File: src/rtl/obi_bridge_pipelined.sv
// Pipelined VX-to-OBI bridge: one request register, an in-order pending FIFO of
// {rw, tag} and a response FIFO of {rdata, tag}. Write completions are absorbed.
module obi_bridge_pipelined #(
    parameter int TAG_WIDTH_BIT   = 1,
    parameter int ADDR_WIDTH      = 32,
    parameter int DATA_WIDTH      = 32,
    parameter int MAX_OUTSTANDING = 4
) (
    input  logic                               clk_i,
    input  logic                               rst_i,
    input  logic                               vx_req_valid_i,
    output logic                               vx_req_ready_o,
    input  logic                               vx_req_rw_i,
    input  logic [DATA_WIDTH/8-1:0]            vx_req_byteen_i,
    input  logic [ADDR_WIDTH-1:0]              vx_req_addr_i,
    input  logic [DATA_WIDTH-1:0]              vx_req_data_i,
    input  logic [TAG_WIDTH_BIT-1:0]           vx_req_tag_i,
    output logic                               vx_rsp_valid_o,
    input  logic                               vx_rsp_ready_i,
    output logic [DATA_WIDTH-1:0]              vx_rsp_data_o,
    output logic [TAG_WIDTH_BIT-1:0]           vx_rsp_tag_o,
    output logic                               obi_req_o,
    input  logic                               obi_gnt_i,
    output logic                               obi_we_o,
    output logic [DATA_WIDTH/8-1:0]            obi_be_o,
    output logic [ADDR_WIDTH-1:0]              obi_addr_o,
    output logic [DATA_WIDTH-1:0]              obi_wdata_o,
    input  logic                               obi_rvalid_i,
    input  logic [DATA_WIDTH-1:0]              obi_rdata_i,
    output logic [$clog2(MAX_OUTSTANDING+1)-1:0] outstanding_o,
    output logic                               protocol_err_o
);

    localparam int BE_W  = DATA_WIDTH / 8;
    localparam int PTR_W = $clog2(MAX_OUTSTANDING);
    localparam int CNT_W = $clog2(MAX_OUTSTANDING + 1);

    // request register
    logic                     req_valid_q;
    logic                     req_we_q;
    logic [BE_W-1:0]          req_be_q;
    logic [ADDR_WIDTH-1:0]    req_addr_q;
    logic [DATA_WIDTH-1:0]    req_wdata_q;

    // pending FIFO
    logic                     pend_rw  [MAX_OUTSTANDING];
    logic [TAG_WIDTH_BIT-1:0] pend_tag [MAX_OUTSTANDING];
    logic [PTR_W:0]           pend_wr_q, pend_rd_q;

    // response FIFO
    logic [DATA_WIDTH-1:0]    rsp_data [MAX_OUTSTANDING];
    logic [TAG_WIDTH_BIT-1:0] rsp_tag  [MAX_OUTSTANDING];
    logic [PTR_W:0]           rsp_wr_q, rsp_rd_q;

    logic                     err_q;

    logic                     accept, grant, pend_empty, pend_pop, rsp_push, rsp_pop, rsp_nonempty;
    logic [PTR_W:0]           pend_cnt, rsp_cnt;
    logic [CNT_W-1:0]         occupancy;

    always_comb begin
        pend_cnt     = pend_wr_q - pend_rd_q;
        rsp_cnt      = rsp_wr_q - rsp_rd_q;
        occupancy    = CNT_W'(pend_cnt) + CNT_W'(rsp_cnt);
        pend_empty   = (pend_wr_q == pend_rd_q);
        rsp_nonempty = (rsp_wr_q != rsp_rd_q);

        vx_req_ready_o = !rst_i && (occupancy < CNT_W'(MAX_OUTSTANDING))
                         && (!req_valid_q || obi_gnt_i);
        accept   = vx_req_valid_i && vx_req_ready_o;
        grant    = req_valid_q && obi_gnt_i;
        // a stray rvalid with nothing pending is dropped and only flagged
        pend_pop = obi_rvalid_i && !pend_empty;
        rsp_push = pend_pop && !pend_rw[pend_rd_q[PTR_W-1:0]];
        rsp_pop  = rsp_nonempty && vx_rsp_ready_i;
    end

    assign obi_req_o      = req_valid_q;
    assign obi_we_o       = req_we_q;
    assign obi_be_o       = req_be_q;
    assign obi_addr_o     = req_addr_q;
    assign obi_wdata_o    = req_wdata_q;
    assign vx_rsp_valid_o = rsp_nonempty;
    assign vx_rsp_data_o  = rsp_nonempty ? rsp_data[rsp_rd_q[PTR_W-1:0]] : '0;
    assign vx_rsp_tag_o   = rsp_nonempty ? rsp_tag[rsp_rd_q[PTR_W-1:0]] : '0;
    assign outstanding_o  = occupancy;
    assign protocol_err_o = err_q;

    always_ff @(posedge clk_i or posedge rst_i) begin
        if (rst_i) begin
            req_valid_q <= 1'b0;
            req_we_q    <= 1'b0;
            req_be_q    <= '0;
            req_addr_q  <= '0;
            req_wdata_q <= '0;
            pend_wr_q   <= '0;
            pend_rd_q   <= '0;
            rsp_wr_q    <= '0;
            rsp_rd_q    <= '0;
            err_q       <= 1'b0;
        end else begin
            if (accept) begin
                req_valid_q <= 1'b1;
                req_we_q    <= vx_req_rw_i;
                req_be_q    <= vx_req_byteen_i;
                req_addr_q  <= vx_req_addr_i;
                req_wdata_q <= vx_req_data_i;
                pend_wr_q   <= pend_wr_q + 1'b1;
            end else if (grant) begin
                req_valid_q <= 1'b0;
            end
            if (pend_pop) pend_rd_q <= pend_rd_q + 1'b1;
            if (rsp_push) rsp_wr_q  <= rsp_wr_q + 1'b1;
            if (rsp_pop)  rsp_rd_q  <= rsp_rd_q + 1'b1;
            if (obi_rvalid_i && pend_empty) err_q <= 1'b1;
        end
    end

    always_ff @(posedge clk_i) begin
        if (accept) begin
            pend_rw[pend_wr_q[PTR_W-1:0]]  <= vx_req_rw_i;
            pend_tag[pend_wr_q[PTR_W-1:0]] <= vx_req_tag_i;
        end
        if (rsp_push) begin
            rsp_data[rsp_wr_q[PTR_W-1:0]] <= obi_rdata_i;
            rsp_tag[rsp_wr_q[PTR_W-1:0]]  <= pend_tag[pend_rd_q[PTR_W-1:0]];
        end
    end

endmodule

File: config.mk
export PLATFORM = sky130hd
export DESIGN_NAME = obi_bridge_pipelined
export DESIGN_NICKNAME = d
export VERILOG_FILES = /design/src/rtl/obi_bridge_pipelined.sv
export SDC_FILE = /design/constraint.sdc
export NUM_CORES = 1
export LEC_CHECK = 0
export ABC_AREA = 1
export BUFFER_PORTS_ARGS = -buffer_cell sky130_fd_sc_hd__buf_2
export CELL_PAD_IN_SITES_DETAIL_PLACEMENT = 1
export CELL_PAD_IN_SITES_GLOBAL_PLACEMENT = 1
export CORE_MARGIN = 1
export CORE_UTILIZATION = 45
export CTS_CLUSTER_DIAMETER = 150
export CTS_CLUSTER_SIZE = 24
export DETAILED_ROUTE_END_ITERATION = 16
export HOLD_SLACK_MARGIN = 0.1
export PLACE_DENSITY = 0.85
export SLEW_MARGIN = 15
export SYNTH_ARGS = -nofsm -noshare
export SYNTH_HDL_FRONTEND = slang
export SYNTH_SLANG_ARGS = --single-unit
File: constraint.sdc
create_clock -name clk_i -period 5.3 [get_ports clk_i]
set_input_delay 1.06 -clock clk_i [delete_from_list [all_inputs] [get_ports clk_i]]
set_output_delay 1.06 -clock clk_i [all_outputs]
set_load 0.005 [all_outputs]
### Word-level counts from Yosys, hierarchy flattened

Memories as Yosys holds them, arrays and structs flattened.
Cells that the tools add are included.

* register bits after elaboration: 83
* memory bits (writable): 140
* input bits: 108
* output and inout port bits: 109
* word-level logic and storage cells: 46
* memories: 4

Memory list
* rsp_data: words 4, bits a word 32, rd ports 1, clocked after memory_dff 0, write ports 1, line 51 `logic [DATA_WIDTH-1:0] rsp_data [MAX_OUTSTANDING];`
* pend_rw: words 4, bits a word 1, rd ports 1, clocked after memory_dff 0, write ports 1, line 46 `logic pend_rw [MAX_OUTSTANDING];`
* pend_tag: words 4, bits a word 1, rd ports 1, clocked after memory_dff 0, write ports 1, line 47 `logic [TAG_WIDTH_BIT-1:0] pend_tag [MAX_OUTSTANDING];`
* rsp_tag: words 4, bits a word 1, rd ports 1, clocked after memory_dff 0, write ports 1, line 52 `logic [TAG_WIDTH_BIT-1:0] rsp_tag [MAX_OUTSTANDING];`

* $add $sub $neg: 7
* magnitude comparators: 1
* eq/ne operators: 2
* muxes and demuxes: 8
* reduce and logical (&&, ||, !) cells: 14

Operator list (count)
* $mux W32: 1
* $add A3 B1 Y3 const B: 4
* $logic_and A1 B1 Y1: 8
* $mux W1: 7
* $sub A3 B3 Y3: 2
* $logic_not A1 Y1: 4
* $add A3 B3 Y3: 1
* $eq A3 B3 Y1: 1
* $lt A3 B3 Y1 const B: 1
* $ne A3 B3 Y1: 1
* $reduce_bool A2 Y1: 1
* $logic_or A1 B1 Y1: 1

### Depth between registers and ports, before layout

* word-level depth: 8
* mapped depth: 18
* mapped depth without buffers: 15

### Worst setup path before layout

OpenSTA, ideal clock, no wires.

* path kind: reg2out
* start: register rsp_rd_q[0]
* end: output vx_req_ready_o
* arrival: 2.958 ns
* data required time: 4.240 ns
* path slack: 1.282 ns
* cell stages (with the launch flop): 16
* cells stage by stage: dfrtp_1 inv_2 clkbuf_1 fa_1 inv_1 fa_1 inv_1 ha_1 fa_1 nand3b_1 nand2_1 nand2_1 nand2_2 buf_4 inv_1 nor3_1

* longest elaborated chain between the ends: 5

RTL lines
* start, declared: line 53 `logic [PTR_W:0] rsp_wr_q, rsp_rd_q;`
* start signal, assigned: line 114 `if (rsp_pop) rsp_rd_q <= rsp_rd_q + 1'b1;`
* $sub A3 B3 Y3: line 63 `rsp_cnt = rsp_wr_q - rsp_rd_q;`
* $add A3 B3 Y3: line 64 `occupancy = CNT_W'(pend_cnt) + CNT_W'(rsp_cnt);`
* named net outstanding_o[2]: line 30 `output logic [$clog2(MAX_OUTSTANDING+1)-1:0] outstanding_o,`
* $lt A3 B3 Y1: line 68 `vx_req_ready_o = !rst_i && (occupancy < CNT_W'(MAX_OUTSTANDING))`
* $logic_and A1 B1 Y1: line 68
* $logic_and A1 B1 Y1: line 69 `&& (!req_valid_q || obi_gnt_i);`
* end, declared: line 12 `output logic vx_req_ready_o,`

The timed path passes the listed nets, and every way through them passes these cells.

### Final worst setup path

* start: register pend_rd_q[0]
* end: output vx_req_ready_o

* longest elaborated chain between the ends: 5

RTL lines
* start, declared: line 48 `logic [PTR_W:0] pend_wr_q, pend_rd_q;`
* start signal, assigned: line 112 `if (pend_pop) pend_rd_q <= pend_rd_q + 1'b1;`
* $sub A3 B3 Y3: line 62 `pend_cnt = pend_wr_q - pend_rd_q;`
* $add A3 B3 Y3: line 64
* $lt A3 B3 Y1: line 68
* $logic_and A1 B1 Y1: line 68
* $logic_and A1 B1 Y1: line 69

No other way between the ends.

==> impl_metrics.ini <==
[critical_path]
arrival_ns = 3.56
critPathLaunch = pend_rd_q[0]
reg2reg_from = pend_rd_q[0]
worstReg2RegEnd = obi_addr_o[19]
critical_path_required_ns = 4.24
rr_worst_depth = 16
worst-setup-path-type = reg -> out
crit_path_start_kind = flip-flop
endpoint = vx_req_ready_o
rrSetupSlack_ns = 0.84
end_kind = primary output
cp_max_fo = 7

[final_layout]
drive_gt1_share_pct = 25.0
final_cell_mix = buf_2 (216), nand2_1 (205), edfxtp_1 (140)
fin_util_pct = 54.4
layout_commonest_cell = buf_2
synthToLayoutAreaGrowth_pct = 17.9
nets = 1160

[floorplan]
pin_count = 217
std_cell_rows = 52
fp.dieH_um = 146
initial_core_util_pct = 46.1
coreArea_sq_um = 20300
die_width_um = 146
die-area_sq_um = 21400

[run]
maxCapViolations = 0

[placed_design]
gp_congestion = 0.749
portBuffers = 216
dp_hpwl_mm = 15.7
pre_cts_ws_ns = 0.910

[clock_tree]
path_clk_slew_ns = 0.11
cts_resized = 0
clockRootBuffer = clkbuf_16
postCtsSetupBuffers = 0
clockBufferDepth = 3
clk_latency_ns = 0.49
clkSinkCount = 223
cts_tree = built
cts_hold_buf = 0
numCtsBuffers = 13
h-tree-depth = 1

[global_route]
grt_max_degree = 74
grt_pass1_vias = 7365
grt_util_all_layers_pct = 23.1
grt-ovfl-total = 0
antenna_found_initial = 2
grt_pass1_wl_mm = 39.1

[sta]
hold_slack_ns = 0.474
final_hold_viol_count = 0
rsz0062_at_grt = false
worst_pin_slew_ns = 1.15
period_needed_ns = 4.62
relSlewSlack_pct = 23.5
finalWorstSetupSlack_ns = 0.683
fin_tns_setup_ns = 0
fmax_ghz = 0.217
fin_skew_ns = 0.0300
setup_viol = 0
period_share_pct = 87.1
final-max-slew-violation-count = 0

[synth]
syn_avg_cell_area_sq_um = 11.0
ys_seq_area_share_pct = 67.1
ys_types = 29
yosysWarnings = 0
syn-instance-count = 850
syn_nets = 974
synth_area_sq_um = 9370
ys_ff_latch = 223

[routing]
drtIter0Drc = 356
num_vias = 6918
routedWlPerCell_um = 18.6
postRouteAntennaNets = 0
drtPass1Iterations = 5
routed_wl_mm = 24.4
vias_per_cell = 5.27
drcViolationCount = 0

[pwr]
power_density_nw_per_um2 = 641
ir_drop_mv = 0.730
leakagePower_nw = 5.05
p_total_w = 0.00707

[run_status]
outcome = finished, final reports clean

[min_path]
min_path_type = reg -> reg
-- where the power goes --
| group | internal, W | leakage (nW) | switching (W) |
|---|---|---|---|
| combinational | 0.00118 | 2.57 | 0.00227 |
| sequential | 0.00236 | 2.30 | 0.000237 |
| clock | 0.000473 | 0.178 | 0.000557 |
| total | 0.00401 | 5.05 | 0.00306 |
-- worst max-delay path, cell delays in order, from the launching register on --
cell and delay, ns:
dfrtp_1 0.47, inv_1 0.16, fa_1 0.54, inv_1 0.06, fa_1 0.49, inv_1 0.05
ha_1 0.18, fa_1 0.37, nand3b_1 0.17, nand2_1 0.09, nand2_1 0.06, nand2_2 0.07
inv_1 0.06, nor3_1 0.14, buf_2 0.15
-- metal layers --
metal  vias to the layer above  GRT usage, %  wire length [um]
met5                         -             0                10
met4                         2          5.10               364
met3                        25          6.09              1870
met2                       215          40.8             12500
met1                      3409          28.5              9740
li1                       3267             -                 -
-- final cells by class --
type | instances | area (sq um)
flip-flops and latches | 223 | 6280
diodes | 1 | 2.50
clock buffers | 20 | 352
clock inverters | 1 | 20.0
fillers | 2277 | 9260
multi-input cells | 507 | 2610
inverters | 65 | 245
well taps | 270 | 338
repair buffers | 226 | 1190
-- Yosys cell counts --
master	number	area share [%]
fa_1	4	0.86
nor2_1	114	4.6
o21bai_1	1	0.080
xor2_1	6	0.56
dfrtp_1	83	22
buf_4	2	0.16
nand3_1	4	0.21
nand4_1	72	4.8
o21ai_1	1	0.053
ha_1	12	1.6
clkbuf_1	27	1.1
nand2_1	205	8.2
edfxtp_1	140	45
inv_2	6	0.24
buf_2	19	1.0
nand4_2	1	0.13
nor2_2	3	0.20
xnor2_1	5	0.47
nand2_2	1	0.067
buf_6	4	0.48
buf_1	3	0.12
inv_1	59	2.4
o21ai_0	38	2.0
a21oi_1	2	0.11
nand3b_1	1	0.080
nor3_1	1	0.053
o32ai_1	33	3.1
o22ai_1	1	0.067
nand3_2	2	0.21
-- cells by family after synthesis --
kind of cell	count (synthesis)	share of synthesized area, %
fa+ha+maj	16	2.46
buf+inv	120	5.46
compound gates	76	5.42
xor+xnor	11	1.03
simple gates	404	18.6
flops	223	67.1
-- per-stage QoR --
stage | cell area (sq um) | std cells
after floorplan | 9370 | 850
after global placement | 10600 | 1290
after detailed placement | 10600 | 1290
after CTS | 11000 | 1311
after global routing | 11000 | 1313
final | 11000 | 1313
-- flip-flops by register name, indices dropped and copies added (netlist names), 4 cells and up --
signal	cells
obi_wdata_o	32
pend_tag	4
rsp_data	128
obi_be_o	4
rsp_tag	4
obi_addr_o	32
pend_rw	4
-- how the worst min path moves through the flow --
stage	from	endpoint	slack (ns)	cells after the start
5_1_grt	obi_addr_o[3]	obi_addr_o[3]	0.51	2
4_1_cts	obi_wdata_o[26]	obi_wdata_o[26]	0.48	2
6_report	obi_addr_o[29]	obi_addr_o[29]	0.47	2
3_5_place_dp	obi_addr_o[29]	obi_addr_o[29]	0.46	2
2_1_floorplan	obi_wdata_o[10]	obi_wdata_o[10]	0.46	2
3_3_place_gp	obi_wdata_o[1]	obi_wdata_o[1]	0.45	2
Power figures use the tool's default switching activity.
